**config.mk**
```make
export PLATFORM = sky130hd
export DESIGN_NAME = johnson_decoder
export DESIGN_NICKNAME = d
export VERILOG_FILES = /design/src/rtl/johnson_pkg.sv /design/src/rtl/johnson_code_decode.sv /design/src/rtl/johnson_decoder.sv
export SDC_FILE = /design/constraint.sdc
export NUM_CORES = 1
export LEC_CHECK = 0
export BUFFER_PORTS_ARGS = -buffer_cell sky130_fd_sc_hd__buf_2
export CORE_ASPECT_RATIO = 1.25
export CORE_MARGIN = 3
export CORE_UTILIZATION = 45
export DETAILED_ROUTE_END_ITERATION = 10
export PLACE_DENSITY = 0.67
export SLEW_MARGIN = 30
export SYNTH_ARGS = -nofsm -noshare
export SYNTH_HDL_FRONTEND = slang
export SYNTH_SLANG_ARGS = --single-unit
```
**constraint.sdc**
```tcl
create_clock -name clk -period 8.8 [get_ports clk]
set_input_delay 0.88 -clock clk [delete_from_list [all_inputs] [get_ports clk]]
set_output_delay 0.88 -clock clk [all_outputs]
set_load 0.02 [all_outputs]
```
**src/rtl/johnson_pkg.sv**
```systemverilog
// johnson_pkg: shared FSM type, default parameters and Johnson-code helpers
package johnson_pkg;
   typedef enum logic [1:0] {HUNT, TRACK, LOCKED} jd_state_e;
   localparam int N_DEF = 4;
   localparam int LOCK_CNT_DEF = 3;
   // every legal Johnson code has at most one adjacent-bit transition
   function automatic logic jc_legal(input logic [31:0] code, input int n);
      int t;
      t = 0;
      for (int i = 0; i < n - 1; i++) t += int'(code[i] ^ code[i+1]);
      return t <= 1;
   endfunction
   function automatic int jc_to_bin(input logic [31:0] code, input int n);
      int ones;
      ones = 0;
      for (int i = 0; i < n; i++) ones += int'(code[i]);
      return (code[n-1] || ones == 0) ? ones : 2 * n - ones;
   endfunction
endpackage

```
**src/rtl/johnson_code_decode.sv**
```systemverilog
// johnson_code_decode: combinational Johnson code to legal flag, index and one-hot
module johnson_code_decode import johnson_pkg::*; #(
   parameter int N = N_DEF
) (
   input  logic [N-1:0]           code_i,
   output logic                   legal_o,
   output logic [$clog2(2*N)-1:0] count_o,
   output logic [2*N-1:0]         onehot_o
);
   localparam int CW = $clog2(2*N);
   always_comb begin
      legal_o  = jc_legal(32'(code_i), N);
      count_o  = legal_o ? CW'(jc_to_bin(32'(code_i), N)) : '0;
      onehot_o = legal_o ? (2*N)'(1) << count_o : '0;
   end
endmodule

```
**src/rtl/johnson_decoder.sv**
```systemverilog
// johnson_decoder: two-stage Johnson bus decoder with sequence lock checker
module johnson_decoder import johnson_pkg::*; #(
   parameter int N        = N_DEF,
   parameter int LOCK_CNT = LOCK_CNT_DEF,
   parameter int ERR_W    = 8
) (
   input  logic                   clk,
   input  logic                   reset,
   input  logic [N-1:0]           jc_in,
   input  logic                   sample_vld,
   input  logic                   err_clr,
   output logic                   out_vld,
   output logic [$clog2(2*N)-1:0] count,
   output logic [2*N-1:0]         onehot,
   output logic                   code_err,
   output logic                   seq_err,
   output logic                   locked,
   output logic [ERR_W-1:0]       err_cnt
);
   localparam int CW = $clog2(2*N);
   localparam int MW = $clog2(LOCK_CNT + 1);
   logic [N-1:0]   jc_q;
   logic           vld_q;
   logic           legal;
   logic           step;
   logic           brk;
   logic [CW-1:0]  dec_cnt;
   logic [CW-1:0]  ref_q;
   logic [CW-1:0]  ref_inc;
   logic [2*N-1:0] dec_oh;
   logic [MW-1:0]  match_q;
   logic [MW-1:0]  match_d;
   jd_state_e      state_q;
   jd_state_e      state_d;
   johnson_code_decode #(.N(N)) u_dec (
      .code_i   (jc_q),
      .legal_o  (legal),
      .count_o  (dec_cnt),
      .onehot_o (dec_oh)
   );
   always_comb begin
      ref_inc = (ref_q == CW'(2*N-1)) ? '0 : ref_q + 1'b1;
      step    = legal && dec_cnt == ref_inc;
      brk     = vld_q && state_q == LOCKED && !step;
      match_d = !vld_q ? match_q : (state_q == TRACK && step) ? match_q + 1'b1 : '0;
      state_d = !vld_q ? state_q :
                !legal ? HUNT :
                state_q == HUNT ? TRACK :
                !step ? (state_q == TRACK ? TRACK : HUNT) :
                (state_q == LOCKED || int'(match_q) + 1 == LOCK_CNT) ? LOCKED : TRACK;
   end
   always_ff @(posedge clk or negedge reset) begin
      if (!reset) begin
         jc_q     <= '0;
         vld_q    <= 1'b0;
         out_vld  <= 1'b0;
         count    <= '0;
         onehot   <= '0;
         code_err <= 1'b0;
         seq_err  <= 1'b0;
         locked   <= 1'b0;
         err_cnt  <= '0;
         ref_q    <= '0;
         match_q  <= '0;
         state_q  <= HUNT;
      end else begin
         jc_q     <= jc_in;
         vld_q    <= sample_vld;
         out_vld  <= vld_q;
         code_err <= vld_q && !legal;
         seq_err  <= brk;
         locked   <= state_d == LOCKED;
         state_q  <= state_d;
         match_q  <= match_d;
         err_cnt  <= err_clr ? '0 : (brk && !(&err_cnt)) ? err_cnt + 1'b1 : err_cnt;
         if (vld_q) begin
            count  <= dec_cnt;
            onehot <= dec_oh;
         end
         // an illegal code never becomes the reference
         if (vld_q && legal) ref_q <= dec_cnt;
      end
   end
endmodule

```
==> Word-level counts from Yosys, hierarchy flattened <==
Index checks and enable logic that the tools add are counted.
{ "op_classes": {"add_sub_neg": 10, "order_cmp": 1, "n_eq_ne": 6, "n_shift": 1, "muxes": 13, "bitwise_logic": 3, "reduce_logical": 16} }
{ "op_table": {"columns": ["operator", "n"], "rows": [
  ["32-bit by 2-bit adder with 32-bit output", 2],
  ["32-bit adder", 2],
  ["32-bit by 2-bit <= comparator with 1-bit output (second input constant)", 1],
  ["32-bit logical NOT", 1],
  ["8-bit two-way mux", 3],
  ["2-bit two-way mux", 6],
  ["3-bit two-way mux", 3],
  ["8-bit by 1-bit adder with 8-bit output (second input constant)", 1],
  ["8-bit AND reduction", 1],
  ["1-bit by 3-bit << shifter with 8-bit output (first input constant)", 1],
  ["1-bit logical AND", 7],
  ["2-bit equality test (second input constant)", 2],
  ["2-bit by 1-bit adder with 3-bit output (second input constant)", 1],
  ["3-bit by 1-bit adder with 3-bit output (second input constant)", 1],
  ["3-bit by 2-bit equality test with 1-bit output (second input constant)", 1],
  ["3-bit equality test", 1],
  ["3-bit equality test (second input constant)", 1],
  ["1-bit logical NOT", 3],
  ["1-bit by 3-bit subtractor with 3-bit output (first input constant)", 1],
  ["1-bit bitwise XOR", 3],
  ["1-bit by 1-bit adder with 2-bit output", 1],
  ["2-bit by 1-bit adder with 2-bit output (second input constant)", 1],
  ["2-bit by 1-bit equality test with 1-bit output (second input constant)", 1],
  ["2-bit logical NOT", 1],
  ["other kinds (3)", 4]
]} }
{ "word_totals": {"ff_bits": 35, "inputBits": 8, "output_inout_bits": 23, "elab_cells": 62} }

==> Logic depth before layout (Yosys ltp) <==
{ "logic_depth": {"depth_word": 14, "ltp_mapped": 15, "ltp_nobuf": 14} }

==> Hierarchy <==
From an unflattened synthesis, not the netlist that was laid out.
{ "unflattened": {"hier_cells": 177, "area_unflattened_um2": 1956.9} }
{ "by_module_without_submodules": {"columns": ["module", "instances", "cells_each", "area_per_inst_um2", "seq_area_each_um2"], "rows": [
  ["johnson_decoder", 1, 132, 1639.1, 875.8],
  ["johnson_code_decode", 1, 45, 317.8, 0.0]
]} }

==> Worst setup path before layout <==
Ideal clock, no wire load.
{ "synth_path": {"path_type": "register -> register", "from": "register jc_q[1]", "to": "register err_cnt[4]", "setup_ns": 0.078, "t_arrival_ns": 3.157, "required_ns": 8.722, "path_slack_ns": 5.564, "stages_incl_launch_ff": 15, "period_less_slack_ns": 3.236, "cell_sequence": "dfrtp_1 ha_1 inv_1 fa_1 inv_1 ha_1 inv_1 ha_1 ha_1 nor2_4 mux2i_2 xnor2_1 nor4_4 or4_1 a21oi_1"} }
{ "synth_between": {"elab_chain_cells": 13} }
{ "synth_rtl": {"columns": ["element", "line", "text"], "rows": [
  ["start, declared", "johnson_decoder.sv:22", "logic [N-1:0] jc_q;"],
  ["start signal, assigned", "johnson_decoder.sv:67", "jc_q <= jc_in;"],
  ["branches (longest 8 deep; another with 32-bit adder)", null, null],
  ["1-bit logical AND *", "johnson_decoder.sv:43", "step = legal && dec_cnt == ref_inc;"],
  ["1-bit logical NOT *", null, null],
  ["1-bit logical AND *", "johnson_decoder.sv:44", "brk = vld_q && state_q == LOCKED && !step;"],
  ["1-bit logical AND *", "johnson_decoder.sv:75", "err_cnt <= err_clr ? '0 : (brk && !(&err_cnt)) ? err_cnt + 1'b1 : err_cnt;"],
  ["2-bit nonzero test (no line) *", null, null],
  ["end signal, assigned", "johnson_decoder.sv:75", null],
  ["end, declared", "johnson_decoder.sv:18", "output logic [ERR_W-1:0] err_cnt"]
]} }
Mark *: on every way between the ends.
A chain may end at the register's enable or synchronous reset.

==> Worst setup path in the final report <==
{ "layout_path": {"from": "register jc_q[1]", "to": "register err_cnt[5]"} }
The elaborated chain is that of the path after synthesis.

==> impl_metrics.csv <==
group,metric,value,unit
finish,register_area,875.8,um^2
yosys,ys_ff_latch,35,
timing,fin_setup_tns,0,ns
pwr,leakage,0.9787,nW
yosys,netlist_instances,149,
floorplanning,die_h,75.23,um
finish,layout-drive-gt1-share,26.26,%
finish,nets,197,
finish,multi_input_area,784.5,um^2
setup_path,path_class,"flop to flop",
yosys,synth_top_family_by_area,"compound AO/OA/AOI/OAI gates",
setup_path,r2r_cells,14,
cts,cts_buffers,5,
yosys,synth_adder_area_share,6.962,%
yosys,netlist_area,1725,um^2
yosys,synthArstFlopShare,100.0,%
finish,area_growth,13.92,%
setup_path,crit_required,8.97,ns
route,dr.pass1.iters,4,
route,dr_wl_met3,138,um
setup_path,critPathSlowestCell,"nor4_4",
pwr,power_density,197.2,nW/um^2
yosys,synth.top_cell.area_share,50.76,%
yosys,synth_xor_area_share,1.958,%
cts,clock_latency,0.28,ns
setup_path,critPathMaxFanout,14,
place,dp_hpwl,2371,um
route,wl_met2,1710,um
setup_path,r2r_end,"err_cnt[5]",
place,place_ws,5.065,ns
yosys,synth_enable_flop_cells,0,
timing,hold_violations,0,
cts,cts_tree,"yes",
floorplanning,initial_core_util,48.28,%
yosys,synth-simple-area-share,16.39,%
route,postRouteAntennaNets,0,
floorplanning,io_pins,31,
route,wire_per_inst,14.75,um
timing,post-route-period-util,42.31,%
yosys,syn_avg_cell_area,11.58,um^2
yosys,ys_seq_area_share,50.76,%
route,vias_per_cell,5.743,
cts,clock_sinks,35,
timing,slew_headroom,49.48,%
timing,slew_viol_final,0,
setup_path,arrival,3.89,ns
route,drtIter0Drc,41,
cts,cts.path.max_buffers,2,
cts,ctsHtreeMaxLevel,2,
floorplanning,rows,24,
hold_path,min_from,"onehot[4]",
grt,grt_pass1_vias,1279,
timing,skew,0.006770,ns
setup_path,timing.rr.start,"jc_q[1]",
route,m1WireLength,1312,um
timing,setup_viol,0,
yosys,ys_types,49,
setup_path,r2r_setup_slack,5.08,ns
cts,cts_root_buffer,"clkbuf_8",
cts,cts_setup_buffers,0,
job,drv_cap,0,
finish,fill_cells,325,
route,top_layer_used,"met4",
cts,cts_resized,0,
yosys,synth_fp_nets,166,
timing,rsz0062_at_grt,"false",
timing,fmax,268.6,MHz
cts,cts_hold_buffers,0,
route,vias,1252,
yosys,synth_top_cells_by_area,"dfrtp_1 (51%), ha_1 (5.8%), o2bb2ai_1 (5.6%), nand2_1 (2.2%), inv_1 (2.0%)",
place,place.gp.congestion,0.8140,
timing,worstMarginPinSlew,0.7579,ns
hold_path,worst_hold_path.endpoint,"onehot[4]",
floorplanning,core,3573,um^2
hold_path,holdPathStages,1,
yosys,yosysMostFrequentCell,"dfrtp_1",
finish,finalNonFillerCells,218,
grt,grt_max_degree,36,
setup_path,critPathCaptureType,"flop",
yosys,ys.warnings.count,0,
run_status,status,"finished, final reports clean",
grt,antenna_found_initial,0,
grt,gr-total-overflow,0,
yosys,yosys-top-cells-count,"dfrtp_1 (35), o2bb2ai_1 (11), nand2_1 (10), inv_1 (9), ha_1 (8)",
setup_path,path_cells,"ha_1 > inv_1 > fa_1 > inv_1 > ha_1 > inv_1 > ha_1 > ha_1 > nor2_4 > mux2i_4 > xnor2_2 > nor4_4 > nor3_1 > mux2_1",
yosys,synthFlopType,"dfrtp_1",
floorplanning,fp.dieW,61.39,um
yosys,muxShareOfSynthArea,3.408,%
grt,track_usage,17.12,%
yosys,synth_top_area_cell,"dfrtp_1",
route,wl,3215,um
timing,finalWorstSetupSlack,5.077,ns
place,dp.cells,212,
floorplanning,die_area,4618,um^2
route,drcViolationCount,0,
grt,grt_pass1_wl,5789,um
yosys,synth_compound_area_share,16.75,%
setup_path,start_kind,"flop",
hold_path,hp-class,"flop to flop",
finish,antenna_cells,0,
setup_path,crit_path_frequent_cell,"ha_1",
cts,path_clk_slew,0.07,ns
setup_path,cpPeakStageDelay,0.65,ns
pwr,ir_drop,127.4,uV
timing,min_period,3.723,ns
place,portBuffers,30,
==> cell type report <==
class                           count  area share [%]
Clock buffer                        6           3.692
Inverter                            9           1.719
Multi-Input combinational cell     99           39.91
Sequential cell                    35           44.56
Tap cell                           39           2.482
Timing Repair Buffer               30           7.638
==> worst max-delay path, delay by kind of cell (launching register included) <==
| family | cells | cell delay (ns) |
|---|---|---|
| adder cells (fa/ha/maj) | 5 | 1.25 |
| buffers and inverters | 3 | 0.18 |
| multiplexers | 2 | 0.67 |
| XOR/XNOR | 1 | 0.14 |
| AND/OR/NAND/NOR | 3 | 0.96 |
| flip-flops | 1 | 0.42 |
==> worst max-delay path by stage <==
stage | startpoint | to
floorplan | jc_q[1] | err_cnt[4]
global placement | jc_q[1] | err_cnt[5]
detailed placement | jc_q[1] | err_cnt[5]
CTS | jc_q[1] | err_cnt[5]
global route | jc_q[1] | err_cnt[5]
finish | jc_q[1] | err_cnt[5]
==> state kept, by name (all words and copies together) (netlist names) <==
register,count
count,3
match_q,2
vld_q,1
seq_err,1
err_cnt,8
jc_q,4
onehot,8
state_q,2
out_vld,1
ref_q,3
locked,1
code_err,1
==> kinds of logic after synthesis <==
group                    after synthesis
AND/OR/NAND/NOR                       46
AO/OA/AOI/OAI                         37
flip-flops                            35
buffers and inverters                 15
adder cells (fa/ha/maj)                9
multiplexers                           4
XOR/XNOR                               3
==> where the power goes <==
group | switching, mW | internal, mW | total (mW)
sequential | 0.00971 | 0.174 | 0.184
combinational | 0.0605 | 0.0391 | 0.0996
clock | 0.0515 | 0.0526 | 0.104
total | 0.122 | 0.266 | 0.388
==> layer usage <==
metal / GRT usage [%] / up-vias
li1: - / 604
met1: 20.90 / 617
met2: 28.59 / 25
met3: 5.317 / 6
met4: 5.660 / 0
met5: 0 / -
==> per-stage QoR <==
stage	total power, mW	hold slack (ns)	util (%)	area, um^2
2_1_floorplan	0.2653	0.4118	-	1725
3_3_place_gp	0.2833	0.4687	52.98	1893
3_5_place_dp	0.2876	0.4681	52.98	1893
4_1_cts	0.3945	0.4860	55.01	1966
5_1_grt	0.4107	0.4955	55.01	1966
6_report	0.3875	0.4821	55.01	1966
==> cells in the final DEF, fill, tap and decap left out, drive strengths merged, types with 4 or more instances in the layout <==
master   Yosys  layout
nor2         5       5
clkbuf       2       6
nor2b        4       4
buf          4      30
nand2       11      11
o2bb2ai     11      11
inv          9       9
dfrtp       35      35
o21ai        7       7
a21oi        6       6
nand3        6       6
ha           8       8
(Power assumes the default switching activity.)
